==> src/rtl/program_ram_loader.sv <==
// Writable 16x16 instruction store with a byte-serial (high byte first) loader.
// The processor reads combinationally; cpu_hold stalls it while a load runs.
//
// state  | meaning
// -------+-------------------------------------------------
// IDLE   | no load active; start/load_count sampled here
// GET_HI | waiting for the high byte of the current word
// GET_LO | waiting for the low byte; word written on accept
module program_ram_loader #(
    parameter int DEPTH = 16
) (
    input  logic        clk,
    input  logic        rst_n,
    input  logic        start,
    input  logic [4:0]  load_count,
    input  logic [7:0]  byte_in,
    input  logic        byte_valid,
    output logic        byte_ready,
    output logic        busy,
    output logic        cpu_hold,
    output logic        done,
    input  logic [3:0]  rd_addr,
    output logic [15:0] rd_instr
);

    typedef enum logic [1:0] {
        IDLE   = 2'd0,
        GET_HI = 2'd1,
        GET_LO = 2'd2
    } state_t;

    state_t      state;
    state_t      state_next;
    logic [3:0]  wr_addr;
    logic [4:0]  remaining;
    logic [7:0]  hi_reg;
    logic        done_q;
    logic        done_next;
    logic        load_start;
    logic        hi_take;
    logic        word_write;
    logic [15:0] mem [DEPTH];

    always_ff @(posedge clk or negedge rst_n) begin
        if (!rst_n) begin
            state <= IDLE;
        end else begin
            state <= state_next;
        end
    end

    always_comb begin
        state_next = state;
        done_next  = 1'b0;
        load_start = 1'b0;
        hi_take    = 1'b0;
        word_write = 1'b0;
        byte_ready = 1'b0;
        unique case (state)
            IDLE: begin
                if (start) begin
                    load_start = 1'b1;
                    if (load_count == 5'd0) begin
                        done_next = 1'b1;
                    end else begin
                        state_next = GET_HI;
                    end
                end
            end
            GET_HI: begin
                byte_ready = 1'b1;
                if (byte_valid) begin
                    hi_take    = 1'b1;
                    state_next = GET_LO;
                end
            end
            GET_LO: begin
                byte_ready = 1'b1;
                if (byte_valid) begin
                    word_write = 1'b1;
                    if (remaining == 5'd1) begin
                        done_next  = 1'b1;
                        state_next = IDLE;
                    end else begin
                        state_next = GET_HI;
                    end
                end
            end
            default: state_next = IDLE;
        endcase
    end

    // Loader datapath; reset also wipes the program so a torn load never executes.
    always_ff @(posedge clk or negedge rst_n) begin
        if (!rst_n) begin
            wr_addr   <= 4'd0;
            remaining <= 5'd0;
            hi_reg    <= 8'd0;
            done_q    <= 1'b0;
            for (int i = 0; i < DEPTH; i++) begin
                mem[i] <= 16'h0000;
            end
        end else begin
            done_q <= done_next;
            if (load_start) begin
                remaining <= load_count;
                wr_addr   <= 4'd0;
            end
            if (hi_take) begin
                hi_reg <= byte_in;
            end
            if (word_write) begin
                mem[wr_addr] <= {hi_reg, byte_in};
                wr_addr      <= wr_addr + 4'd1;
                remaining    <= remaining - 5'd1;
            end
        end
    end

    assign busy     = (state != IDLE);
    assign cpu_hold = busy;
    assign done     = done_q;
    assign rd_instr = mem[rd_addr];

endmodule

==> config.mk <==
export PLATFORM = sky130hd
export DESIGN_NAME = program_ram_loader
export DESIGN_NICKNAME = d
export VERILOG_FILES = /design/src/rtl/program_ram_loader.sv
export SDC_FILE = /design/constraint.sdc
export NUM_CORES = 1
export LEC_CHECK = 0
export BUFFER_PORTS_ARGS = -buffer_cell sky130_fd_sc_hd__buf_2
export CORE_MARGIN = 3
export CORE_UTILIZATION = 56
export CTS_BUF_LIST = sky130_fd_sc_hd__clkbuf_8 sky130_fd_sc_hd__clkbuf_16
export DETAILED_ROUTE_END_ITERATION = 7
export PLACE_DENSITY = 0.72
export SLEW_MARGIN = 5
export SYNTH_ARGS = -nofsm -noshare
export SYNTH_HDL_FRONTEND = slang
export SYNTH_SLANG_ARGS = --single-unit
==> constraint.sdc <==
create_clock -name clk -period 2.08 [get_ports clk]
set_input_delay 0.416 -clock clk [delete_from_list [all_inputs] [get_ports clk]]
set_output_delay 0.416 -clock clk [all_outputs]
set_load 0.01 [all_outputs]
==> results of run 1 <==
==> worst min path at each step <==
| stage | startpoint | to | slack, ns |
|---|---|---|---|
| 4_1_cts | load_count[4] | remaining[4] | 0.13 |
| 2_1_floorplan | rst_n | done | 0.12 |
| 5_1_grt | load_count[4] | remaining[4] | 0.14 |
| 3_5_place_dp | rst_n | mem[248] | 0.23 |
| 3_3_place_gp | rst_n | mem[248] | 0.23 |
| 6_report | load_count[4] | remaining[4] | 0.15 |
==> routing by layer <==
| metal | vias up | GRT usage [%] |
|---|---|---|
| met5 | - | 0 |
| met4 | 0 | 4.92 |
| met3 | 51 | 3.79 |
| met2 | 165 | 41.5 |
| met1 | 3946 | 33.2 |
| li1 | 3156 | - |
==> Yosys cell counts (2+ instances only) <==
cell type and count:
buf_1 5, a22oi_1 33, nor2_4 11, inv_1 9
nand3_2 3, clkbuf_1 24, mux2_1 41, and2_1 2
mux4_2 64, nand2_4 4, a2bb2oi_1 2, nand2_1 24
nand3_1 3, buf_4 9, nand2b_1 3, a21oi_1 4
o21ai_0 9, nor2_1 9, buf_6 11, mux2_4 10
or3_1 2, dfrtp_1 276, mux2_2 214, ha_1 11
buf_2 8, nor2b_1 2
==> repair_timing <==
item / CTS / global route
pin swaps: 20 / 9
gates cloned: 1 / 1
hold buffers: 1 / 0
setup buffers: 5 / 6
endpoints found under the hold margin: 276 / 0
resized for setup: 29 / 16
setup endpoints to repair: 122 / 205
==> logic make-up (layout without fill, tap and decap cells) <==
kind of cell / after synthesis / after routing
flops: 276 / 276
simple gates: 69 / 69
compound gates: 56 / 56
buf+inv: 67 / 164
fa+ha+maj: 11 / 11
mux: 329 / 329
==> metrics by stage <==
step | setup TNS (ns) | hold slack (ns) | setup slack (ns) | util [%] | instances
6_report | -2.78 | 0.152 | -0.212 | 67.9 | 1185
5_1_grt | -3.75 | 0.139 | -0.287 | 67.9 | 1185
4_1_cts | -3.09 | 0.133 | -0.220 | 67.2 | 1178
3_5_place_dp | -4.49 | 0.229 | -0.248 | 61.7 | 1116
3_3_place_gp | -3.10 | 0.228 | -0.265 | 61.7 | 1116
2_1_floorplan | 0 | 0.120 | 0.00565 | - | 808
==> critical path, stage by stage (launching register included) <==
cell,delay [ns]
dfrtp_1,0.37
mux4_2,0.48
a22oi_2,0.22
nand2_1,0.11
buf_2,0.15
==> power by group <==
group,internal [mW],switching [mW]
registers,6.01,0.714
clock network,3.12,2.06
logic,1.24,1.04
==> layout make-up <==
type / instances / area, um^2
fill: 1454 / 7090
sequential: 276 / 6910
multi-input combinational: 465 / 5620
timing repair buffer: 100 / 1110
clock buffer: 40 / 900
tap: 280 / 350
clock inverter: 15 / 90.1
inverter: 9 / 33.8
==> results by group, run 1 <==
Layout
  – Nets@finish: 914
  – Area grow syn2layout: 17.7%
  – Finished Cell Area: 15,000 um^2
  – Largest register FFs: 256
  – # diodes: 0
  – Layout cells sized above 1: 53.7%
  – Most frequent cells in the layout: 276 x dfrtp_1, 214 x mux2_2, 64 x mux4_2
  – Most common cell after layout, fill and taps aside: dfrtp_1

Detailed routing
  – Met3 WL post-DR: 1.15 mm
  – Vias per cell: 6.18
  – Vias: 7,318
  – Final ANT Viol Nets: 0
  – DR WL met2: 14.7 mm
  – Drt pass-1 iters: 5
  – DRT iter0 DRCs: 470
  – Drc violations: 0
  – Post-Route WL: 29.0 mm
  – Highest routed layer: met4
  – Routed wire per std cell: 24.4 um
  – Routed length on met1: 12.7 mm

Timing
  – Max Slew Vio Count: 0
  – RSZ-0062 raised after global routing: yes
  – Final hold viol count: 0
  – Min Tclk post-route: 2.29 ns
  – Tcrit/Tclk final: 110%
  – Final setup margin: -0.212 ns
  – Max Fclk: 0.436 GHz
  – Slew headroom: 61.4%
  – Worst Tran Pin Value: 0.579 ns
  – Clk_skew: 0.0116 ns
  – Final number of setup-violating endpoints: 16

Synth
  – Sequential-to-total area share from yosys stat: 54.2%
  – Syn. warnings: 0
  – Synthesized area: 12,700 um^2
  – Share of the synthesized area in the top cell type: 54.2%
  – Dominant cell type by area after synthesis: dfrtp_1
  – Post-synthesis mux area share: 35.0%
  – Syn Inst Count: 808
  – Area share of fa/ha/maj cells after synthesis: 1.08%
  – Post-synthesis compound-gate area fraction: 3.11%
  – Number of synthesized flops with an enable pin: 0
  – Avg Inst Size Synth: 15.8 um^2
  – Synth Area in XOR/XNOR: 0%
  – Number of synthesized register bits: 276
  – Largest family of logic cells by synthesized area: multiplexers
  – Post-synth net total: 840
  – Most common flop cell mapped by yosys: dfrtp_1
  – Simple-gate share of the synthesized area: 3.59%
  – Post-synth ARST share: 100%
  – Library cells used by synthesis: 41
  – Top post-synthesis cells by area: dfrtp_1 54%, mux2_2 19%, mux4_2 11%, mux2_1 3.6%, a22oi_1 1.9%

Clocking
  – CTS H-tree lvls: 1
  – Clk slew on worst S/H paths: 0.06 ns
  – Clk sink count: 276
  – Cts bufs inserted: 30
  – Clk_lat worst skew: 0.54 ns
  – Clock Tree Buf Depth: 3
  – CTS tree: done
  – CTS Root Cell: clkbuf_16

Run status
  – Status: finished with violations
  – Failing checks: setup timing

GRT
  – Largest net degree at the start of global routing: 71
  – Number of global-route vias before repair: 8,022
  – First-pass GRT wire length: 46.0 mm
  – Initial antenna violation count: 0
  – Grt ovf: 0
  – Global-route usage over all layers: 24.2%

Setup path
  – CP Capture Point: rd_instr[10]
  – Critical path arrival: 1.88 ns
  – RR Endpoint: mem[30]
  – CP max FO: 2
  – Crit path from: mem[10]
  – Worst R2R Path Depth: 8
  – Critical setup path kind: register to output port
  – Setup crit start kind: register
  – R2r startpoint: state[0]
  – Crit. End Element: output port
  – Critical path required time: 1.66 ns
  – Flop2flop setup slack: 0.09 ns

Die
  – Die X: 157 um
  – Total die area: 24,600 um^2
  – Standard-cell row count: 54
  – IO Pins: 41
  – Die Span Y: 157 um
  – Initial core utilization: 57.7%
  – CORE AREA: 22,100 um^2

Min path
  – Hold path cells: 2
  – Hold Crit Class: input port to register

Power
  – Leakage: 7.30 nW
  – Pwr dens: 945 nW/um^2
  – Peak VDD IR: 0.803 mV
  – Total power: 14.2 mW

Place
  – DP Area: 13,600 um^2
  – PortBufs: 40
  – Global placement routability congestion: 0.831
  – Dpl hpwl: 18.2 mm

Run
  – Maximum capacitance violations: 0
No activity file was read; power rests on OpenSTA's default activity.
==> run 2: changes to the inputs <==
--- a/config.mk
+++ b/config.mk
@@ -10,5 +10,7 @@
 export CORE_UTILIZATION = 56
 export CTS_BUF_LIST = sky130_fd_sc_hd__clkbuf_8 sky130_fd_sc_hd__clkbuf_16
+export CTS_CLUSTER_DIAMETER = 200
 export DETAILED_ROUTE_END_ITERATION = 7
+export GPL_TIMING_DRIVEN = 0
 export PLACE_DENSITY = 0.72
 export SLEW_MARGIN = 5
==> constraint.sdc (replaced) <==
create_clock -name clk -period 2.08 [get_ports clk]
set_input_delay 0.416 -clock clk [delete_from_list [all_inputs] [get_ports clk]]
set_output_delay 0.416 -clock clk [all_outputs]
set_load 0.1 [all_outputs]
==> run 2 against run 1 <==
  * The run still ends with setup timing left
  * Sequential power is 3% lower
  * Global-route usage increased by 0.26 points
  * Hold slack improved by 0.0059 ns
  * Maximum frequency down 3.9%
  * Non-clock buffer count up 31
  * Setup slack lost 0.094 ns
  * Via count grew 1.2%
  * Flip-flop and latch count unchanged
  * Clock skew barely moved
  * Total power up 6.8%
  * Largest power group unchanged
  * Highest routed layer unchanged
==> results by group, run 2 (synthesized netlist as in run 1, its figures left out) <==
Setup path
  – Critical path's slowest cell: mux4_2 (unchanged)
  – CP bufs+invs: 1 (unchanged)
  – Setup crit start kind: register (unchanged)
  – CP max FO: 2 (unchanged)
  – Crit. End Element: output port (unchanged)
  – Critical setup path kind: register to output port (unchanged)
  – Crit-path max cell delay: 0.54 ns (was 0.48 ns)
  – Critical path required time: 1.66 ns (about the same)
  – CP cell instances: mux4_2, a22oi_2, nand2_4, buf_12 (was mux4_2, a22oi_2, nand2_1, buf_2)
  – Critical path arrival: 1.97 ns (was 1.88 ns)
  – Top Family by Delay on Critical Path: multiplexers (unchanged)

Die
  – IO Pins: 41 (unchanged)
  – Initial core utilization: 57.7% (unchanged)
  – Standard-cell row count: 54 (unchanged)
  – Total die area: 24,600 um^2 (unchanged)
  – CORE AREA: 22,100 um^2 (unchanged)
  – Die Span Y: 157 um (unchanged)
  – Die X: 157 um (unchanged)

GRT
  – Grt ovf: 0 (unchanged)
  – Number of global-route vias before repair: 7,928 (was 8,022)
  – Global-route usage over all layers: 24.5% (was 24.2%)
  – Initial antenna violation count: 0 (unchanged)
  – First-pass GRT wire length: 46.2 mm (was 46.0 mm)
  – Largest net degree at the start of global routing: 132 (was 71)

Run
  – Maximum capacitance violations: 0 (unchanged)

Layout
  – Layout cells sized above 1: 56.1% (was 53.7%)
  – Final Util: 69.2% (was 67.9%)
  – Largest register FFs: 256 (unchanged)
  – Nets@finish: 944 (was 914)
  – Area grow syn2layout: 20.0% (was 17.7%)
  – # diodes: 0 (unchanged)
  – Finished Cell Area: 15,300 um^2 (was 15,000 um^2)
  – Reg area: 6910 um^2 (unchanged)
  – Number of fill cells: 1,440 (was 1,454)
  – Multi-input combinational cell area: 5770 um^2 (was 5620 um^2)
  – Most common cell after layout, fill and taps aside: dfrtp_1 (unchanged)
  – Most frequent cells in the layout: 276 x dfrtp_1, 214 x mux2_2, 64 x mux4_2 (unchanged)

Timing
  – Clk_skew: 0.0119 ns (was 0.0116 ns)
  – Final hold viol count: 0 (unchanged)
  – Worst Tran Pin Value: 0.676 ns (was 0.579 ns)
  – Final number of setup-violating endpoints: 16 (unchanged)
  – Slew headroom: 54.9% (was 61.4%)
  – RSZ-0062 raised after global routing: yes (unchanged)
  – Tcrit/Tclk final: 115% (was 110%)
  – Final setup margin: -0.306 ns (was -0.212 ns)
  – Max Slew Vio Count: 0 (unchanged)
  – Max Fclk: 0.419 GHz (was 0.436 GHz)
  – Min Tclk post-route: 2.39 ns (was 2.29 ns)

Clocking
  – CTS tree: done (unchanged)
  – CTS Root Cell: clkbuf_16 (unchanged)
  – Clock Tree Buf Depth: 3 (unchanged)
  – Clk_lat worst skew: 0.55 ns (was 0.54 ns)
  – Clk slew on worst S/H paths: 0.06 ns (about the same)
  – Cts bufs inserted: 29 (was 30)
  – CTS H-tree lvls: 1 (unchanged)
  – Clk sink count: 276 (unchanged)

Detailed routing
  – DRT iter0 DRCs: 424 (was 470)
  – Post-Route WL: 28.9 mm (was 29.0 mm)
  – Vias per cell: 6.10 (was 6.18)
  – Vias: 7,405 (was 7,318)
  – Drt pass-1 iters: 4 (was 5)
  – Drc violations: 0 (unchanged)
  – Final ANT Viol Nets: 0 (unchanged)
  – Routed wire per std cell: 23.8 um (was 24.4 um)

Place
  – PortBufs: 38 (was 40)
  – Dpl hpwl: 20.0 mm (was 18.2 mm)
  – Global placement routability congestion: 0.866 (was 0.831)
  – DP Area: 13,700 um^2 (was 13,600 um^2)

Power
  – Leakage: 7.32 nW (was 7.30 nW)
  – Pwr dens: 991 nW/um^2 (was 945 nW/um^2)
  – Total power: 15.1 mW (was 14.2 mW)
  – Peak VDD IR: 1.49 mV (was 0.803 mV)

Min path
  – Hold Crit Class: input port to register (unchanged)

Run status
  – Failing checks: setup timing (unchanged)
  – Status: finished with violations (unchanged)
run 2: cell types whose count changed in the layout (fill, tap and decap cells not counted), sizes merged:
| cell | delta |
|---|---|
| clkbuf | +26 |
| buf | +5 |
| inv | -3 |
| clkinv | -2 |
| clkinvlp | +2 |
| bufbuf | -1 |
| bufinv | +1 |
run 2: timing repair:
item	in CTS	in global routing
hold endpoints to repair	19	0
hold buffers	1	0
setup endpoints to repair	179	165
setup buffers	20	11
gates resized for setup	85	12
pin swaps	28	5
cloned	0	1
run 2: final timing paths:
path                                from            to  slack (ns)  cells after the start
max in group asynchronous          rst_n      mem[219]        0.91                      3
hold / removal             load_count[0]  remaining[0]        0.16                      3
hold reg to reg                  mem[74]       mem[74]        0.49                      1
setup / recovery                 mem[15]  rd_instr[15]       -0.31                      4
setup reg to reg                state[1]      mem[203]        0.08                      7
min in group asynchronous          rst_n       mem[19]        0.31                      2
run 2: cell type report:
cell class              instances  area share, %
multi-input cells             465           37.8
repair buffers                 73           5.12
clock buffers                  39           5.65
plain buffers                  58           3.00
flip-flops and latches        276           45.2
well taps                     280           2.29
clock inverters                13          0.753
inverters                       9          0.246
run 2: power by group:
| part | switching (mW) | internal, mW | leakage, nW | total [mW] |
|---|---|---|---|---|
| Clock | 2.03 | 3.12 | 0.504 | 5.16 |
| Sequential | 0.528 | 6.02 | 3.77 | 6.55 |
| Combinational | 1.96 | 1.49 | 3.04 | 3.45 |
| Total | 4.52 | 10.6 | 7.32 | 15.1 |
run 2: worst min-delay path: cells and delay by family:
kind / cells / cell delay [ns]
buffers and inverters: 2 / 0.12
AOI/OAI and AO/OA: 1 / 0.12
run 2: layer usage:
metal	GRT usage (%)	part of all wire [%]	vias up
met4	5.21	1.4	0
met2	40.4	50	140
met3	2.82	3.5	32
li1	-	-	3217
met5	0	0	-
met1	35.7	45	4016
run 2: through the flow:
step | worst slack (ns) | TNS [ns] | hold slack [ns] | instances
floorplan | -0.0212 | -0.221 | 0.120 | 808
finish | -0.306 | -4.39 | 0.158 | 1213
detailed placement | -0.640 | -24.23 | 0.264 | 1128
global placement | -3.89 | -1085.50 | 0.462 | 1126
CTS | -0.305 | -4.60 | 0.143 | 1201
global route | -0.352 | -5.16 | 0.144 | 1213
==> run 3: changes to the inputs <==
Settings changed: PLACE_DENSITY 0.72 to 0.86.
==> run 3 against run 2 <==
  * The flow still finishes with violations (setup timing)
  * Count of clock-buffer cells in the layout is 6 lower
  * Global-route usage is 0.55 points lower
  * Cell count hardly changed
  * Clock power is 1% lower
  * Largest cell class unchanged
  * Highest routed layer unchanged
==> results by group, run 3 (synthesized netlist as in run 1, its figures left out) <==
Run status
  – Status: finished with violations (unchanged)
  – Failing checks: setup timing (unchanged)

Setup path
  – Critical path arrival: 1.99 ns (was 1.97 ns)
  – Crit. End Element: output port (unchanged)
  – CP cell instances: mux4_2, a22oi_2, nand2_4, buf_12 (unchanged)
  – CP max FO: 2 (unchanged)
  – CP bufs+invs: 1 (unchanged)
  – Crit-path max cell delay: 0.51 ns (was 0.54 ns)
  – Critical path's slowest cell: mux4_2 (unchanged)
  – Crit path from: mem[88] (was mem[15])
  – Critical path required time: 1.66 ns (about the same)
  – Setup crit start kind: register (unchanged)
  – R2r startpoint: state[1] (unchanged)
  – Top Family by Delay on Critical Path: multiplexers (unchanged)
  – Flop2flop setup slack: 0.06 ns (was 0.08 ns)
  – Critical setup path kind: register to output port (unchanged)

GRT
  – Number of global-route vias before repair: 7,969 (was 7,928)
  – Largest net degree at the start of global routing: 112 (was 132)
  – Initial antenna violation count: 0 (unchanged)
  – Grt ovf: 0 (unchanged)
  – First-pass GRT wire length: 45.4 mm (was 46.2 mm)
  – Global-route usage over all layers: 23.9% (was 24.5%)

Timing
  – Min Tclk post-route: 2.41 ns (was 2.39 ns)
  – Worst Tran Pin Value: 0.718 ns (was 0.676 ns)
  – Max Fclk: 0.415 GHz (was 0.419 GHz)
  – Tcrit/Tclk final: 116% (was 115%)
  – Final hold slack: 0.161 ns (was 0.158 ns)
  – Slew headroom: 52.2% (was 54.9%)
  – Clk_skew: 0.00974 ns (was 0.0119 ns)
  – Final setup margin: -0.330 ns (was -0.306 ns)
  – Max Slew Vio Count: 0 (unchanged)
  – Final number of setup-violating endpoints: 16 (unchanged)
  – Final hold viol count: 0 (unchanged)
  – RSZ-0062 raised after global routing: yes (unchanged)

Clocking
  – Clk slew on worst S/H paths: 0.06 ns (about the same)
  – CTS Root Cell: clkbuf_16 (unchanged)
  – Clock Tree Buf Depth: 3 (unchanged)
  – Clk_lat worst skew: 0.55 ns (about the same)
  – CTS tree: done (unchanged)
  – CTS H-tree lvls: 1 (unchanged)
  – Cts bufs inserted: 29 (unchanged)
  – Clk sink count: 276 (unchanged)

Place
  – Placed cells: 1,128 (unchanged)
  – Dpl hpwl: 19.2 mm (was 20.0 mm)
  – DP Worst Slack: -0.642 ns (was -0.640 ns)
  – PortBufs: 38 (unchanged)
  – Global placement routability congestion: 0.819 (was 0.866)

Power
  – Peak VDD IR: 1.01 mV (was 1.49 mV)
  – Pwr dens: 992 nW/um^2 (was 991 nW/um^2)
  – Leakage: 7.31 nW (was 7.32 nW)

Detailed routing
  – Vias: 7,460 (was 7,405)
  – Post-Route WL: 28.9 mm (about the same)
  – Routed wire per std cell: 23.8 um (about the same)
  – Drt pass-1 iters: 5 (was 4)
  – Final ANT Viol Nets: 0 (unchanged)
  – Vias per cell: 6.16 (was 6.10)
  – Drc violations: 0 (unchanged)
  – DRT iter0 DRCs: 488 (was 424)

Die
  – Initial core utilization: 57.7% (unchanged)
  – Die Span Y: 157 um (unchanged)
  – IO Pins: 41 (unchanged)
  – CORE AREA: 22,100 um^2 (unchanged)
  – Total die area: 24,600 um^2 (unchanged)
  – Standard-cell row count: 54 (unchanged)
  – Die X: 157 um (unchanged)

Layout
  – Multi-input combinational cell area: 5770 um^2 (about the same)
  – Most frequent cells in the layout: 276 x dfrtp_1, 214 x mux2_2, 64 x mux4_2 (unchanged)
  – # diodes: 0 (unchanged)
  – Reg area: 6910 um^2 (unchanged)
  – Number of fill cells: 1,359 (was 1,440)
  – Final instance count without filler cells: 1,212 (was 1,213)
  – Area grow syn2layout: 19.6% (was 20.0%)
  – Nets@finish: 942 (was 944)
  – Largest register FFs: 256 (unchanged)
  – Layout cells sized above 1: 55.2% (was 56.1%)
  – Most common cell after layout, fill and taps aside: dfrtp_1 (unchanged)

Min path
  – Hold Crit Class: input port to register (unchanged)
  – Hold wc startpoint: load_count[4] (was load_count[0])

Run
  – Maximum capacitance violations: 0 (unchanged)
-- run 3: path summary, 6_finish.rpt --
check,end,depth (start not counted)
worst min-delay path,remaining[4],2
worst min register to register,mem[90],1
max in group asynchronous,mem[58],3
worst max register to register,mem[247],7
min in group asynchronous,remaining[4],2
worst max-delay path,rd_instr[8],4
-- run 3: layout make-up --
class,instances,share of cell area (%)
Timing Repair Buffer,71,5.04
Clock inverter,20,1.11
Clock buffer,33,5.12
Buffer,58,2.95
Multi-Input combinational cell,465,37.9
Tap cell,280,2.30
Inverter,9,0.246
Sequential cell,276,45.3
-- run 3: where the power goes --
part           leakage (nW)  internal (mW)  total, mW  switching [mW]
clock                 0.516           3.04       5.11            2.07
sequential             3.77           6.02       6.56           0.545
combinational          3.02           1.48       3.44            1.97
total                  7.31           10.5       15.1            4.58
-- run 3: what timing repair did --
action | CTS | global route
endpoints found under the hold margin | 64 | 0
gates resized for setup | 83 | 11
pin swaps | 27 | 5
hold buffers | 1 | 0
cloned | 0 | 1
endpoints found under the setup margin | 179 | 168
buffers inserted | 20 | 9
-- run 3: through the flow --
| stage | power [mW] | TNS [ns] | util, % | instance area (um^2) |
|---|---|---|---|---|
| 2_1_floorplan | 8.76 | -0.221 | - | 13100 |
| 3_3_place_gp | 9.49 | -1198.37 | 61.7 | 13600 |
| 3_5_place_dp | 9.65 | -17.75 | 62.0 | 13700 |
| 4_1_cts | 15.0 | -4.45 | 68.3 | 15100 |
| 5_1_grt | 15.7 | -5.01 | 69.0 | 15200 |
| 6_report | 15.1 | -4.41 | 69.0 | 15200 |
-- run 3: layer usage --
layer	track usage [%]	share of wire [%]	up-vias
li1	-	-	3224
met1	32.2	42	3976
met2	40.6	51	183
met3	3.60	3.4	77
met4	7.50	3.7	0
met5	0	0	-
